### src/rtl/neuron_mac_sequencer.sv
// Sequencer and requantiser for one fully-connected neuron.
// Drives the MAC, adds bias, applies ReLU, shifts and saturates.
module neuron_mac_sequencer #(
  parameter int WIDTH           = 8,
  parameter int input_data_size = 784,
  parameter int FRAC_BITS       = 6,
  localparam int AW  = (input_data_size > 1) ?
                       $clog2(input_data_size) : 1,
  localparam int ACC_WIDTH = 2*WIDTH +
                             $clog2(input_data_size) + 1
) (
  input  logic                   clk,
  input  logic                   rst_n,
  input  logic                   start,
  input  logic                   relu_en,
  input  logic [2*WIDTH-1:0]     bias,
  output logic [AW-1:0]          mem_addr,
  output logic                   mac_clken,
  output logic                   mac_sload,
  output logic                   mac_aclr,
  input  logic [ACC_WIDTH-1:0]   mac_result,
  output logic                   busy,
  output logic [WIDTH-1:0]       out_data,
  output logic                   out_valid
);

  localparam int SW = ACC_WIDTH + 1;
  localparam logic signed [SW-1:0] QMAX =
    SW'((2**(WIDTH-1)) - 1);
  localparam logic signed [SW-1:0] QMIN = ~QMAX;
  localparam logic [AW-1:0] KLAST =
    AW'(input_data_size - 1);

  typedef enum logic [2:0] {
    IDLE, FETCH, ACCUM, POST, DONE
  } state_t;

  state_t state, state_n;
  logic [AW-1:0] k, k_n;
  logic [WIDTH-1:0] out_n;
  logic last;

  logic signed [SW-1:0] s_sum;
  logic signed [SW-1:0] s_relu;
  logic signed [SW-1:0] q;
  logic [WIDTH-1:0]     q_sat;

  assign last = (k == KLAST);

  always_ff @(posedge clk or negedge rst_n) begin
    if (!rst_n) begin
      state    <= IDLE;
      k        <= '0;
      out_data <= '0;
    end else begin
      state    <= state_n;
      k        <= k_n;
      out_data <= out_n;
    end
  end

  // One extra bit over the accumulator absorbs the bias add
  always_comb begin
    s_sum = {{(SW-ACC_WIDTH){mac_result[ACC_WIDTH-1]}},
             mac_result} +
            {{(SW-2*WIDTH){bias[2*WIDTH-1]}}, bias};
    s_relu = (relu_en && s_sum[SW-1]) ? '0 : s_sum;
    q = s_relu >>> FRAC_BITS;
    if (q > QMAX)
      q_sat = QMAX[WIDTH-1:0];
    else if (q < QMIN)
      q_sat = QMIN[WIDTH-1:0];
    else
      q_sat = q[WIDTH-1:0];
  end

  always_comb begin
    state_n   = state;
    k_n       = k;
    out_n     = out_data;
    mem_addr  = '0;
    mac_clken = 1'b0;
    mac_sload = 1'b0;
    mac_aclr  = 1'b0;
    out_valid = 1'b0;
    busy      = (state != IDLE);
    unique case (state)
      IDLE: begin
        mac_aclr = 1'b1;
        k_n      = '0;
        if (start) state_n = FETCH;
      end
      FETCH: begin
        k_n     = '0;
        state_n = ACCUM;
      end
      ACCUM: begin
        mac_clken = 1'b1;
        mac_sload = (k == '0);
        // Address runs one term ahead of the MAC
        mem_addr  = last ? k : k + AW'(1);
        if (last) state_n = POST;
        else      k_n     = k + AW'(1);
      end
      POST: begin
        out_n   = q_sat;
        state_n = DONE;
      end
      DONE: begin
        out_valid = 1'b1;
        state_n   = IDLE;
      end
      default: state_n = IDLE;
    endcase
  end

endmodule

### config.mk
export PLATFORM = sky130hd
export DESIGN_NAME = neuron_mac_sequencer
export DESIGN_NICKNAME = d
export VERILOG_FILES = /design/src/rtl/neuron_mac_sequencer.sv
export SDC_FILE = /design/constraint.sdc
export NUM_CORES = 1
export LEC_CHECK = 0
export BUFFER_PORTS_ARGS = -buffer_cell sky130_fd_sc_hd__buf_2
export CORE_AREA = 2 2 76 78
export DETAILED_ROUTE_END_ITERATION = 7
export DIE_AREA = 0 0 78 80
export PLACE_DENSITY = 0.8
export SYNTH_ARGS = -nofsm -noshare
export SYNTH_HDL_FRONTEND = slang
export SYNTH_SLANG_ARGS = --single-unit
### constraint.sdc
create_clock -name clk -period 2.3 [get_ports clk]
set_input_delay 0.115 -clock clk [delete_from_list [all_inputs] [get_ports clk]]
set_output_delay 0.115 -clock clk [all_outputs]
set_load 0.01 [all_outputs]
==> impl_summary.log, run 1 <==
INFO  metric hold_viol_final = 0
INFO  metric instances_no_fill = about 610
INFO  metric hold_slack = between 0.15 and 0.2 ns
INFO  metric die_area = approximately 0.0062 sq mm
INFO  metric largest_family_of_logic_cells_by_synthesized_area = compound AO/OA/AOI/OAI gates
INFO  metric synth.yosys.warnings = 0
INFO  metric antenna_violating_nets_post_route = 0
INFO  metric failing_checks = setup timing
INFO  metric synth-simple-area-share = 0.267
INFO  metric setup.worst_path.end_class = flip-flop
INFO  metric vias_per_cell = 6.38
INFO  metric die_height = around 80 microns
INFO  metric clock_sink_count = 21
INFO  metric routed_wl = roughly 12000 microns
INFO  metric ctsRootBufferMaster = sky130_fd_sc_hd__clkbuf_8
INFO  metric path_cells = buf_2 > ha_4 > buf_6 > nand3_4 > a211oi_4 > buf_4 > o21a_1 > o211ai_1 > buf_4 > nor3_2 > and4bb_2 > nand3b_1 > nand4bb_1 > buf_4 > o221ai_1
INFO  metric critPathArrivalTime = around 2.7 ns
INFO  metric final.period_utilization = 1.10
INFO  metric crit-reg2reg-launch = k[0]
INFO  metric syn_to_final_growth = 61.2%
INFO  metric drt_first_pass_iters = 6
INFO  metric post_synth_xor_area_fraction = 0.0573
INFO  metric fin_skew = ~0.0044 ns
INFO  metric total_power_divided_by_cell_area = roughly 500 mW/mm^2
INFO  metric cp.required = between 2 and 2.5 ns
INFO  metric portBuffers = 69
INFO  metric place.gp.congestion = roughly 0.97
INFO  metric min-delay-start = start
INFO  metric outcome = finished, violations left
INFO  metric post-dp-hpwl = roughly 7400 microns
INFO  metric synth-edff-count = 0
INFO  metric timing.final.ws_setup = -0.231 ns
INFO  metric grt_first_pass_wirelength = 17900 microns
INFO  metric post_synthesis_share_of_cell_area_spent_on_full_adders_half_adders_and_majority_gates = 0.121
INFO  metric dr.first_iter.drc_count = roughly 330
INFO  metric critical-path-top-cell-by-count = sky130_fd_sc_hd__buf_4
INFO  metric antenna_found_initial = 0
INFO  metric avgSynthCellArea = around 7.8 sq um
INFO  metric mappedNetlistNets = roughly 450
INFO  metric synth_top_cells_by_area = sky130_fd_sc_hd__dfrtp_1, sky130_fd_sc_hd__ha_1, sky130_fd_sc_hd__a21oi_1, sky130_fd_sc_hd__nor2_1, sky130_fd_sc_hd__a21o_1
INFO  metric die_x = around 78 microns
INFO  metric drive_gt1_frac = 0.494
INFO  metric path_max_fanout = 7
INFO  metric tritoncts.num_buffers = 3
INFO  metric synth_compound_gate_area_share = 0.325
INFO  metric timing_worst_setup_path_type = input pin to flip-flop
INFO  metric antenna_cells = 0
INFO  metric primary_flip_flop_cell_chosen_by_synthesis_mapping = sky130_fd_sc_hd__dfrtp_1
INFO  metric cts.path.max_buffers = 2
INFO  metric post-route-min-period = 2.53 ns
INFO  metric placeableCoreArea = about 0.0054 sq mm
INFO  metric layout_commonest_cell = sky130_fd_sc_hd__buf_4
INFO  metric hold_path_depth = 3
INFO  metric tritoncts = yes
INFO  metric cts-htree-levels = 1
INFO  metric design.final.nets = ~600
INFO  metric clk_pin_slew_worst_paths = approximately 0.080 ns
INFO  metric asyncSetResetFlopFracSynth = 1.00
INFO  metric mappedNetlistArea = around 0.0029 sq mm
INFO  metric slew-limit-headroom = 0.652
INFO  metric critical-path-max-stage-delay = between 0.3 and 0.4 ns
INFO  metric p_leak = between 0.002 and 0.0025 uW
INFO  metric final_setup_violation_count = 7
INFO  metric grt_use_total = 0.352
INFO  metric synth_mux_area_frac = 0.00690
INFO  metric grt_setup_unrepaired = yes
INFO  metric postSynthRegisterBits = 21
INFO  metric synth_area_leader_cell = sky130_fd_sc_hd__dfrtp_1
INFO  metric worst-r2r-cell-count = 11
INFO  metric timing.critical_path.from_type = input pin
INFO  metric report.final.slew_viol_count = 0
INFO  metric route.detailed.wl_per_inst = about 19 microns
INFO  metric worstSkewPairLatency = ~0.26 ns
INFO  metric boundaryPins = 70
INFO  metric initial_utilization = 0.537
INFO  metric cpMaxStageDelayCell = sky130_fd_sc_hd__a211oi_4
INFO  metric cap_violations = 0
INFO  metric post_synth_cell_types = between 70 and 80
INFO  metric holdCritPathClass = input pin to flip-flop
INFO  metric synthCells = roughly 370
INFO  metric ir_worst_vdd = 0.000383 V
INFO  metric detail_route.drc_violations = 0
INFO  metric std_cell_rows = 27
INFO  metric worstReg2RegEnd = k[9]
INFO  metric grt-ovfl-total = 0
INFO  metric regToRegSetupSlack = ~0.1 ns
INFO  metric synthDominantCellAreaShare = 0.181
INFO  metric routed-via-count = ~3900
INFO  metric grt_pass1_vias = 3989
INFO  metric fmax = 0.395 GHz
INFO  metric tightest_slew = 0.516 ns
INFO  metric n_fill_cell = between 200 and 300
INFO  metric numPlacedInstances = between 500 and 600
INFO  metric synth.yosys.seq_area_share = 0.181
INFO  metric layout_common_cells = sky130_fd_sc_hd__buf_4, sky130_fd_sc_hd__buf_2, sky130_fd_sc_hd__nor2_1
INFO  metric worstHoldEndpoint = state[0]
INFO  metric grt_start_max_net_pins = 22
[worst max path at each step]
stage | from | endpoint
4_1_cts | mac_result[4] | out_data[2]
6_report | bias[4] | out_data[3]
5_1_grt | bias[11] | out_data[1]
3_3_place_gp | bias[7] | out_data[6]
2_1_floorplan | bias[4] | out_data[0]
3_5_place_dp | bias[15] | out_data[3]
[power by group]
part	internal [uW]	leakage (uW)	switching, uW
logic	734	0.00188	862
registers	441	0.000252	78.3
clock network	121	0.0000255	120
[sequential cells by signal (all words and copies together) (netlist names)]
| signal | cells |
|---|---|
| state | 3 |
| k | 10 |
| out_data | 8 |
[logic make-up after synthesis]
family / Yosys count
xor gates and xnor gates: 19
DFF: 21
muxes: 2
adders and majority gates: 28
buffers and inverters: 28
and+or+nand+nor: 148
AOI/OAI and AO/OA: 128
[repair_timing]
action | 4_1_cts | 5_1_grt
buffers inserted | 11 | 7
hold buffers | 1 | 0
gates resized for setup | 66 | 16
pin swaps | 20 | 7
hold endpoints to repair | 21 | 0
endpoints found under the setup margin | 9 | 12
[cell type report]
class	count	area, sq um	area share
Timing Repair Buffer	175	1180	0.252
Inverter	15	56.3	0.0120
Clock buffer	3	41.3	0.00883
Multi-Input combinational cell	325	2780	0.594
Tap cell	72	90.1	0.0193
Clock inverter	1	5.00	0.00107
Sequential cell	21	527	0.113
[worst max-delay path, delay by kind of cell]
family	cells	cell delay, ns
simple gates	5	0.81
compound gates	4	0.70
fa+ha+maj	1	0.27
buf+inv	5	0.80
[per-layer routing]
metal  part of all wire  vias up  wire [microns]  GRT usage
li1                   -     1765               -          -
met1               0.37     1826            4300      0.374
met2               0.50      231            5830      0.660
met3              0.067       81             772     0.0532
met4              0.059        0             686      0.200
met5                  0        -               0          0
[stage by stage]
stage	total power (uW)	worst slack, ns	utilization	setup TNS, ns	instance area, sq um
2_1_floorplan	1300	-0.219	-	-1.54	2970
3_3_place_gp	1760	-0.517	0.737	-3.69	3980
3_5_place_dp	1810	-0.655	0.737	-4.63	3980
4_1_cts	2230	-0.0890	0.838	-0.589	4530
5_1_grt	2500	-0.304	0.866	-2.10	4680
6_report	2350	-0.231	0.866	-1.49	4680
[synth_stat cells, drive strengths merged, types with 3 or more instances]
master,n
nor2,38
a21oi,30
ha,28
nand2,28
o21ai,24
dfrtp,21
nand3,18
a21o,16
inv,14
nor3,11
xnor2,10
xor2,9
and3,8
clkbuf,8
o221ai,8
or3,7
a31oi,6
and4,6
nor4,6
a22oi,5
buf,5
nand2b,5
nand4,5
o211ai,5
a211oi,4
and2,4
o21a,4
or2,4
o21bai,3
Note: power is estimated with default switching activity, not from simulation.
==> inputs of run 2 (changes only) <==
--- a/config.mk
+++ b/config.mk
@@ -9,7 +9,7 @@
 export CORE_AREA = 2 2 76 78
 export DETAILED_ROUTE_END_ITERATION = 7
 export DIE_AREA = 0 0 78 80
-export PLACE_DENSITY = 0.8
+export PLACE_DENSITY_LB_ADDON = 0.25
 export SYNTH_ARGS = -nofsm -noshare
 export SYNTH_HDL_FRONTEND = slang
 export SYNTH_SLANG_ARGS = --single-unit
==> run 2 against run 1 <==
Against the previous run: the flow still finishes with violations (setup timing); hold slack got worse by 0.038 ns; sequential power decreased by 2%; routed wire length decreased by 8.4%; die area unchanged; sequential share of layout area increased by 0.33 points; critical endpoint is now out_data[0]; largest cell class unchanged.
==> impl_summary.log, run 2 (synthesis gave the netlist of run 1 again) <==
INFO  metric total_power_divided_by_cell_area = 509 mW/mm^2 (+1.1%)
INFO  metric place.gp.congestion = 0.960 (-0.90%)
INFO  metric timing.critical_path.from_type = input pin
INFO  metric detail_route.drc_violations = 0 (unchanged)
INFO  metric grt_pass1_vias = 3818 (-4.3%)
INFO  metric path_max_fanout = 7 (unchanged)
INFO  metric grt_use_total = 0.342 (-0.0102)
INFO  metric cts.path.max_buffers = 2 (unchanged)
INFO  metric post-dp-hpwl = 7290 microns (-2.1%)
INFO  metric report.power.total = 2310 uW (-2.1%)
INFO  metric tritoncts = yes
INFO  metric largest-register = k
INFO  metric cts-htree-levels = 1 (unchanged)
INFO  metric fmax = 0.390 GHz (-1.3%)
INFO  metric setup.worst_path.end_class = flip-flop
INFO  metric slew-limit-headroom = 0.598 (-0.0543)
INFO  metric hold_viol_final = 0 (unchanged)
INFO  metric hold_slack = 0.150 ns (-0.0384 ns)
INFO  metric post-route-min-period = 2.56 ns (+0.0323 ns)
INFO  metric grt-ovfl-total = 0 (unchanged)
INFO  metric final_setup_violation_count = 7 (unchanged)
INFO  metric route.detailed.wl_per_inst = 17.4 microns (-7.9%)
INFO  metric die_area = 0.00624 sq mm (unchanged)
INFO  metric dr.first_iter.drc_count = 306 (-7.0%)
INFO  metric outcome = finished, violations left
INFO  metric grt_first_pass_wirelength = 17300 microns (-3.2%)
INFO  metric grt_setup_unrepaired = yes
INFO  metric die_height = 80 microns (unchanged)
INFO  metric drive_gt1_frac = 0.467 (-0.0270)
INFO  metric largest_reg_flops = 10 (unchanged)
INFO  metric tritoncts.num_buffers = 3 (unchanged)
INFO  metric holdCritPathClass = input pin to flip-flop
INFO  metric routed_wl = 10600 microns (-8.4%)
INFO  metric ir_worst_vdd = 0.000365 V (-4.7%)
INFO  metric cp.required = 2.44 ns (-0.03 ns)
INFO  metric clk_pin_slew_worst_paths = 0.08 ns (about the same)
INFO  metric tightest_slew = 0.597 ns (+0.0807 ns)
INFO  metric failing_checks = setup timing
INFO  metric stdcell_area = 0.00453 sq mm (-3.1%)
INFO  metric initial_utilization = 0.537 (unchanged)
INFO  metric layout_common_cells = sky130_fd_sc_hd__buf_4, sky130_fd_sc_hd__buf_2, sky130_fd_sc_hd__nor2_1
INFO  metric worstSkewPairLatency = 0.26 ns (about the same)
INFO  metric design.final.nets = 613 (-0.49%)
INFO  metric fin_skew = 0.00329 ns (-0.00115 ns)
INFO  metric layout_commonest_cell = sky130_fd_sc_hd__buf_4
INFO  metric postPlaceCellArea = 0.00400 sq mm (+0.38%)
INFO  metric die_x = 78 microns (unchanged)
INFO  metric vias_per_cell = 6.31 (-1.1%)
INFO  metric placeableCoreArea = 0.00541 sq mm (unchanged)
INFO  metric antenna_found_initial = 0 (unchanged)
INFO  metric cap_violations = 0 (unchanged)
INFO  metric drt_first_pass_iters = 5 (-1)
INFO  metric antenna_cells = 0 (unchanged)
INFO  metric p_leak = 0.00213 uW (-1.3%)
INFO  metric antenna_violating_nets_post_route = 0 (unchanged)
INFO  metric ctsRootBufferMaster = sky130_fd_sc_hd__clkbuf_8
INFO  metric routed-via-count = 3841 (-1.6%)
INFO  metric critPathArrivalTime = 2.70 ns (about the same)
INFO  metric grt_start_max_net_pins = 22 (unchanged)
INFO  metric timing.final.ws_setup = -0.264 ns (-0.0323 ns)
INFO  metric reg.largest.list = k x10, out_data x8, state x3
INFO  metric portBuffers = 69 (unchanged)
INFO  metric report.final.slew_viol_count = 0 (unchanged)
INFO  metric regToRegSetupSlack = 0.23 ns (+0.13 ns)
INFO  metric std_cell_rows = 27 (unchanged)
INFO  metric syn_to_final_growth = 56.2%
INFO  metric clock_sink_count = 21 (unchanged)
INFO  metric final.period_utilization = 1.11 (+0.0141)
INFO  metric place_ws = -0.634 ns (+0.0206 ns)
INFO  metric boundaryPins = 70 (unchanged)
INFO  metric timing_worst_setup_path_type = input pin to flip-flop
[run 2: critical path, stage by stage]
cell and delay, ns:
sky130_fd_sc_hd__buf_6 0.10, sky130_fd_sc_hd__ha_4 0.25, sky130_fd_sc_hd__a211oi_4 0.27, sky130_fd_sc_hd__nor2_2 0.10
sky130_fd_sc_hd__o41ai_4 0.47, sky130_fd_sc_hd__nand2_2 0.16, sky130_fd_sc_hd__buf_4 0.17, sky130_fd_sc_hd__a21oi_1 0.14
sky130_fd_sc_hd__xor2_1 0.25, sky130_fd_sc_hd__o21ai_2 0.12, sky130_fd_sc_hd__o31ai_4 0.27, sky130_fd_sc_hd__buf_6 0.18
sky130_fd_sc_hd__o221ai_2 0.11
[run 2: cell type report]
type,instances,area (sq um)
Multi-Input combinational cell,325,2660
Timing Repair Buffer,172,1160
Fill cell,311,872
Sequential cell,21,526
Tap cell,72,90.1
Inverter,15,56.3
Clock buffer,4,45.0
[run 2: power by group]
group | internal [uW] | leakage [uW] | total, uW | switching, uW
combinational | 715 | 0.00185 | 1550 | 838
sequential | 441 | 0.000254 | 507 | 66.8
clock | 124 | 0.0000228 | 246 | 122
[run 2: path summary, 6_finish.rpt]
kind,startpoint,to,cells past startpoint
min in group asynchronous,rst_n,out_data[0],2
setup / recovery,bias[4],out_data[0],13
max in group asynchronous,rst_n,out_data[5],2
setup reg to reg,k[4],k[9],9
hold reg to reg,out_data[7],out_data[7],1
hold / removal,start,state[0],3
[run 2: metrics by stage]
| stage | setup TNS (ns) | util | instances |
|---|---|---|---|
| detailed placement | -4.53 | 0.740 | 591 |
| global route | -2.23 | 0.839 | 609 |
| floorplan | -1.54 | - | 374 |
| global placement | -3.66 | 0.740 | 591 |
| finish | -1.76 | 0.839 | 609 |
| CTS | -0.469 | 0.825 | 607 |
[run 2: layer usage]
metal | track usage | up-vias | wire length [microns]
met3 | 0.0396 | 43 | 684
li1 | - | 1753 | -
met4 | 0.132 | 0 | 363
met2 | 0.652 | 204 | 5430
met5 | 0 | - | 0
met1 | 0.387 | 1841 | 4140
[run 2: repair_timing]
item,4_1_cts,5_1_grt
hold buffers,1,0
setup buffers,11,2
resized for setup,55,12
pin swaps,24,4
hold endpoints to repair,21,0
setup endpoints to repair,10,15
==> inputs of run 3 (changes only) <==
--- a/config.mk
+++ b/config.mk
@@ -5,10 +5,12 @@
 export SDC_FILE = /design/constraint.sdc
 export NUM_CORES = 1
 export LEC_CHECK = 0
+export ABC_AREA = 1
 export BUFFER_PORTS_ARGS = -buffer_cell sky130_fd_sc_hd__buf_2
-export CORE_AREA = 2 2 76 78
+export CORE_AREA = 2 2 79 81
+export CTS_CLUSTER_SIZE = 12
 export DETAILED_ROUTE_END_ITERATION = 7
-export DIE_AREA = 0 0 78 80
+export DIE_AREA = 0 0 81 83
 export PLACE_DENSITY_LB_ADDON = 0.25
 export SYNTH_ARGS = -nofsm -noshare
 export SYNTH_HDL_FRONTEND = slang
==> run 3 against run 2 <==
Against the previous run: global-route usage shrank 7.4 points; clock-buffer cell count fell by 1; highest routed layer unchanged; setup slack better by 0.41 ns; final area decreased by 11%; core utilization is 14 points lower; the run now ends clean.
==> impl_summary.log, run 3 <==
INFO  metric place.gp.congestion = 0.990 (+3.2%)
INFO  metric tritoncts.num_buffers = 3 (unchanged)
INFO  metric grt_util_met2 = 0.464 (-0.187)
INFO  metric drive_gt1_frac = 0.223 (-0.245)
INFO  metric worst-r2r-cell-count = 8 (-1)
INFO  metric timing.critical_path.from_type = input pin
INFO  metric hold_viol_final = 0 (unchanged)
INFO  metric avgSynthCellArea = 5.50 sq um (-29%)
INFO  metric instances_no_fill = 758 (+24%)
INFO  metric area_of_combinational_cells_with_multiple_inputs = 0.00233 sq mm (-12%)
INFO  metric critPathArrivalTime = 2.29 ns (-0.41 ns)
INFO  metric clock_sink_count = 21 (unchanged)
INFO  metric cp.required = 2.44 ns (about the same)
INFO  metric hold_path_depth = 3 (unchanged)
INFO  metric asyncSetResetFlopFracSynth = 1.00 (unchanged)
INFO  metric vias_per_cell = 5.08 (-19%)
INFO  metric mappedNetlistNets = 649 (+45%)
INFO  metric syn_to_final_growth = 28.4%
INFO  metric p_leak = 0.00241 uW (+13%)
INFO  metric grt.met3_usage = 0.0228 (-0.0168)
INFO  metric largest-register = k
INFO  metric postSynthRegisterBits = 21 (unchanged)
INFO  metric route.detailed.wl_per_inst = 11.9 microns (-32%)
INFO  metric place_ws = -0.208 ns (+0.426 ns)
INFO  metric post-dp-hpwl = 7700 microns (+5.6%)
INFO  metric fmax = 0.464 GHz (+19%)
INFO  metric n_fill_cell = 561 (+80%)
INFO  metric synth-edff-count = 0 (unchanged)
INFO  metric initial_utilization = 0.543 (+0.00556)
INFO  metric timing.final.ws_setup = 0.146 ns (+0.410 ns)
INFO  metric final_setup_violation_count = 0 (-7)
INFO  metric layout_common_cells = sky130_fd_sc_hd__nand2_1, sky130_fd_sc_hd__inv_1, sky130_fd_sc_hd__buf_2
INFO  metric ctsRootBufferMaster = sky130_fd_sc_hd__clkbuf_8
INFO  metric tightest_slew = 0.480 ns (-0.117 ns)
INFO  metric outcome = finished, final reports clean
INFO  metric die_area = 0.00672 sq mm (+7.7%)
INFO  metric placeableCoreArea = 0.00582 sq mm (+7.6%)
INFO  metric grt_pass1_vias = 3460 (-9.4%)
INFO  metric synth_top_cells_by_area = sky130_fd_sc_hd__nand2_1, sky130_fd_sc_hd__dfrtp_1, sky130_fd_sc_hd__inv_1, sky130_fd_sc_hd__ha_1, sky130_fd_sc_hd__nor2_1
INFO  metric numPlacedInstances = 752 (+27%)
INFO  metric antenna_cells = 0 (unchanged)
INFO  metric total_power_divided_by_cell_area = 520 mW/mm^2 (+2.3%)
INFO  metric register_area = 526 sq um (unchanged)
INFO  metric routed-via-count = 3850 (+0.23%)
INFO  metric post-route-min-period = 2.15 ns (-0.410 ns)
INFO  metric routed_wl = 9030 microns (-15%)
INFO  metric slew-limit-headroom = 0.680 (+0.0824)
INFO  metric fin_skew = 0.00214 ns (-0.00115 ns)
INFO  metric final.period_utilization = 0.937 (-0.178)
INFO  metric postPlaceCellArea = 0.00385 sq mm (-3.8%)
INFO  metric cap_violations = 0 (unchanged)
INFO  metric synth.most_common_cell = sky130_fd_sc_hd__nand2_1
INFO  metric largest_reg_flops = 10 (unchanged)
INFO  metric mappedNetlistArea = 0.00316 sq mm (+8.7%)
INFO  metric synthDominantCellAreaShare = 0.256 (+0.0747)
INFO  metric layout_commonest_cell = sky130_fd_sc_hd__nand2_1
INFO  metric holdCritPathClass = input pin to flip-flop
INFO  metric cts.path.max_buffers = 2 (unchanged)
INFO  metric std_cell_rows = 28 (+3.7%)
INFO  metric synth_area_leader_cell = sky130_fd_sc_hd__nand2_1
INFO  metric synth_common_cells = sky130_fd_sc_hd__nand2_1, sky130_fd_sc_hd__inv_1, sky130_fd_sc_hd__nor2_1, sky130_fd_sc_hd__a21oi_1, sky130_fd_sc_hd__nand3_1
INFO  metric synth.yosys.seq_area_share = 0.167 (-0.0145)
INFO  metric antenna_found_initial = 0 (unchanged)
INFO  metric worstSkewPairLatency = 0.26 ns (about the same)
INFO  metric grt_first_pass_wirelength = 14800 microns (-15%)
INFO  metric die_height = 83 microns (+3.8%)
INFO  metric grt_start_max_net_pins = 22 (unchanged)
INFO  metric timing_worst_setup_path_type = input pin to flip-flop
INFO  metric stdcell_area = 0.00405 sq mm (-11%)
INFO  metric synthCells = 574 (+53%)
INFO  metric reg.largest.list = k x10, out_data x8, state x3
INFO  metric path_max_fanout = 7 (unchanged)
INFO  metric post_synth_cell_types = 29 (-60%)
INFO  metric design.final.nets = 759 (+24%)
INFO  metric busiest_layer_in_global_routing = met2
INFO  metric primary_flip_flop_cell_chosen_by_synthesis_mapping = sky130_fd_sc_hd__dfrtp_1
INFO  metric grt-ovfl-total = 0 (unchanged)
INFO  metric grt_use_total = 0.268 (-0.0742)
INFO  metric ir_worst_vdd = 0.000700 V (+92%)
INFO  metric cts-htree-levels = 1 (unchanged)
INFO  metric antenna_violating_nets_post_route = 0 (unchanged)
INFO  metric report.final.slew_viol_count = 0 (unchanged)
INFO  metric synth.yosys.warnings = 0 (unchanged)
INFO  metric setup.worst_path.end_class = flip-flop
INFO  metric dr.first_iter.drc_count = 183 (-40%)
INFO  metric detail_route.drc_violations = 0 (unchanged)
INFO  metric boundaryPins = 70 (unchanged)
INFO  metric drt_first_pass_iters = 5 (unchanged)
INFO  metric die_x = 81 microns (+3.8%)
INFO  metric gr-usage-met1 = 0.356 (-0.0311)
INFO  metric clk_pin_slew_worst_paths = 0.08 ns (about the same)
INFO  metric tritoncts = yes
INFO  metric portBuffers = 69 (unchanged)
## run 3: cell count changes in the layout (fill, tap and decap cells not counted), moves of 10 or more
cell	previous run	this run
sky130_fd_sc_hd__nand3_1	16	27
sky130_fd_sc_hd__a21o_1	14	3
sky130_fd_sc_hd__xnor2_1	10	0
sky130_fd_sc_hd__buf_4	98	36
sky130_fd_sc_hd__nand2_1	27	208
sky130_fd_sc_hd__inv_1	14	113
sky130_fd_sc_hd__nor2_1	35	52
## run 3: layout make-up
type	instances	share of cell area
clock inverter	1	0.00124
inverter	114	0.106
tap	75	0.0232
timing repair buffer	106	0.154
sequential	21	0.130
multi-input combinational	438	0.576
clock buffer	3	0.0102
## run 3: worst max-delay path, cell delays in order
cell	delay (ns)
sky130_fd_sc_hd__buf_2	0.13
sky130_fd_sc_hd__buf_4	0.16
sky130_fd_sc_hd__ha_4	0.29
sky130_fd_sc_hd__nand2_2	0.08
sky130_fd_sc_hd__nor2_2	0.16
sky130_fd_sc_hd__and2_4	0.18
sky130_fd_sc_hd__nand4_1	0.18
sky130_fd_sc_hd__nand3_2	0.14
sky130_fd_sc_hd__nand2_1	0.07
sky130_fd_sc_hd__nand2_2	0.10
sky130_fd_sc_hd__nand2_1	0.05
sky130_fd_sc_hd__nor2_1	0.10
sky130_fd_sc_hd__nand4_1	0.15
sky130_fd_sc_hd__a21oi_4	0.27
sky130_fd_sc_hd__a21oi_1	0.10
## run 3: worst paths after layout
check / from / to / slack (ns)
worst max-delay path: bias[15] / out_data[3] / 0.15
worst min-delay path: start / state[0] / 0.12
worst max register to register: k[1] / k[0] / 0.57
worst min register to register: out_data[7] / out_data[7] / 0.53
max in group asynchronous: rst_n / k[7] / 1.63
min in group asynchronous: rst_n / k[1] / 0.34
## run 3: power by group
group	internal (uW)	total (uW)	switching [uW]	leakage (uW)
Combinational	528	1350	819	0.00212
Clock	121	238	117	0.0000255
Sequential	461	523	62.0	0.000258
Total	1110	2110	998	0.00241
## run 3: per-layer routing
| layer | vias to the layer above | share of wire |
|---|---|---|
| li1 | 2004 | - |
| met1 | 1734 | 0.46 |
| met2 | 102 | 0.47 |
| met3 | 10 | 0.045 |
| met4 | 0 | 0.017 |
| met5 | - | 0 |
## run 3: cells by family after synthesis
kind of cell / synth area share
buffers and inverters: 0.139
AND/OR/NAND/NOR: 0.461
multiplexers: 0.00357
flip-flops: 0.167
adder cells (fa/ha/maj): 0.111
AO/OA/AOI/OAI: 0.105
XOR/XNOR: 0.0139
## run 3: repair_timing
item | 4_1_cts | 5_1_grt
hold endpoints to repair | 21 | 0
setup buffers | 0 | 1
hold buffers | 1 | 0
gates resized for setup | 0 | 36
setup endpoints to repair | 0 | 12
## run 3: through the flow
step	hold WS [ns]	setup TNS [ns]	util	power (uW)
after floorplan	-0.181	0	-	1330
after global placement	0.0903	-1.17	0.661	1770
after detailed placement	0.0948	-1.40	0.661	1810
after CTS	0.123	0	0.671	2060
after global routing	0.145	-0.0700	0.696	2300
final	0.124	0	0.696	2110
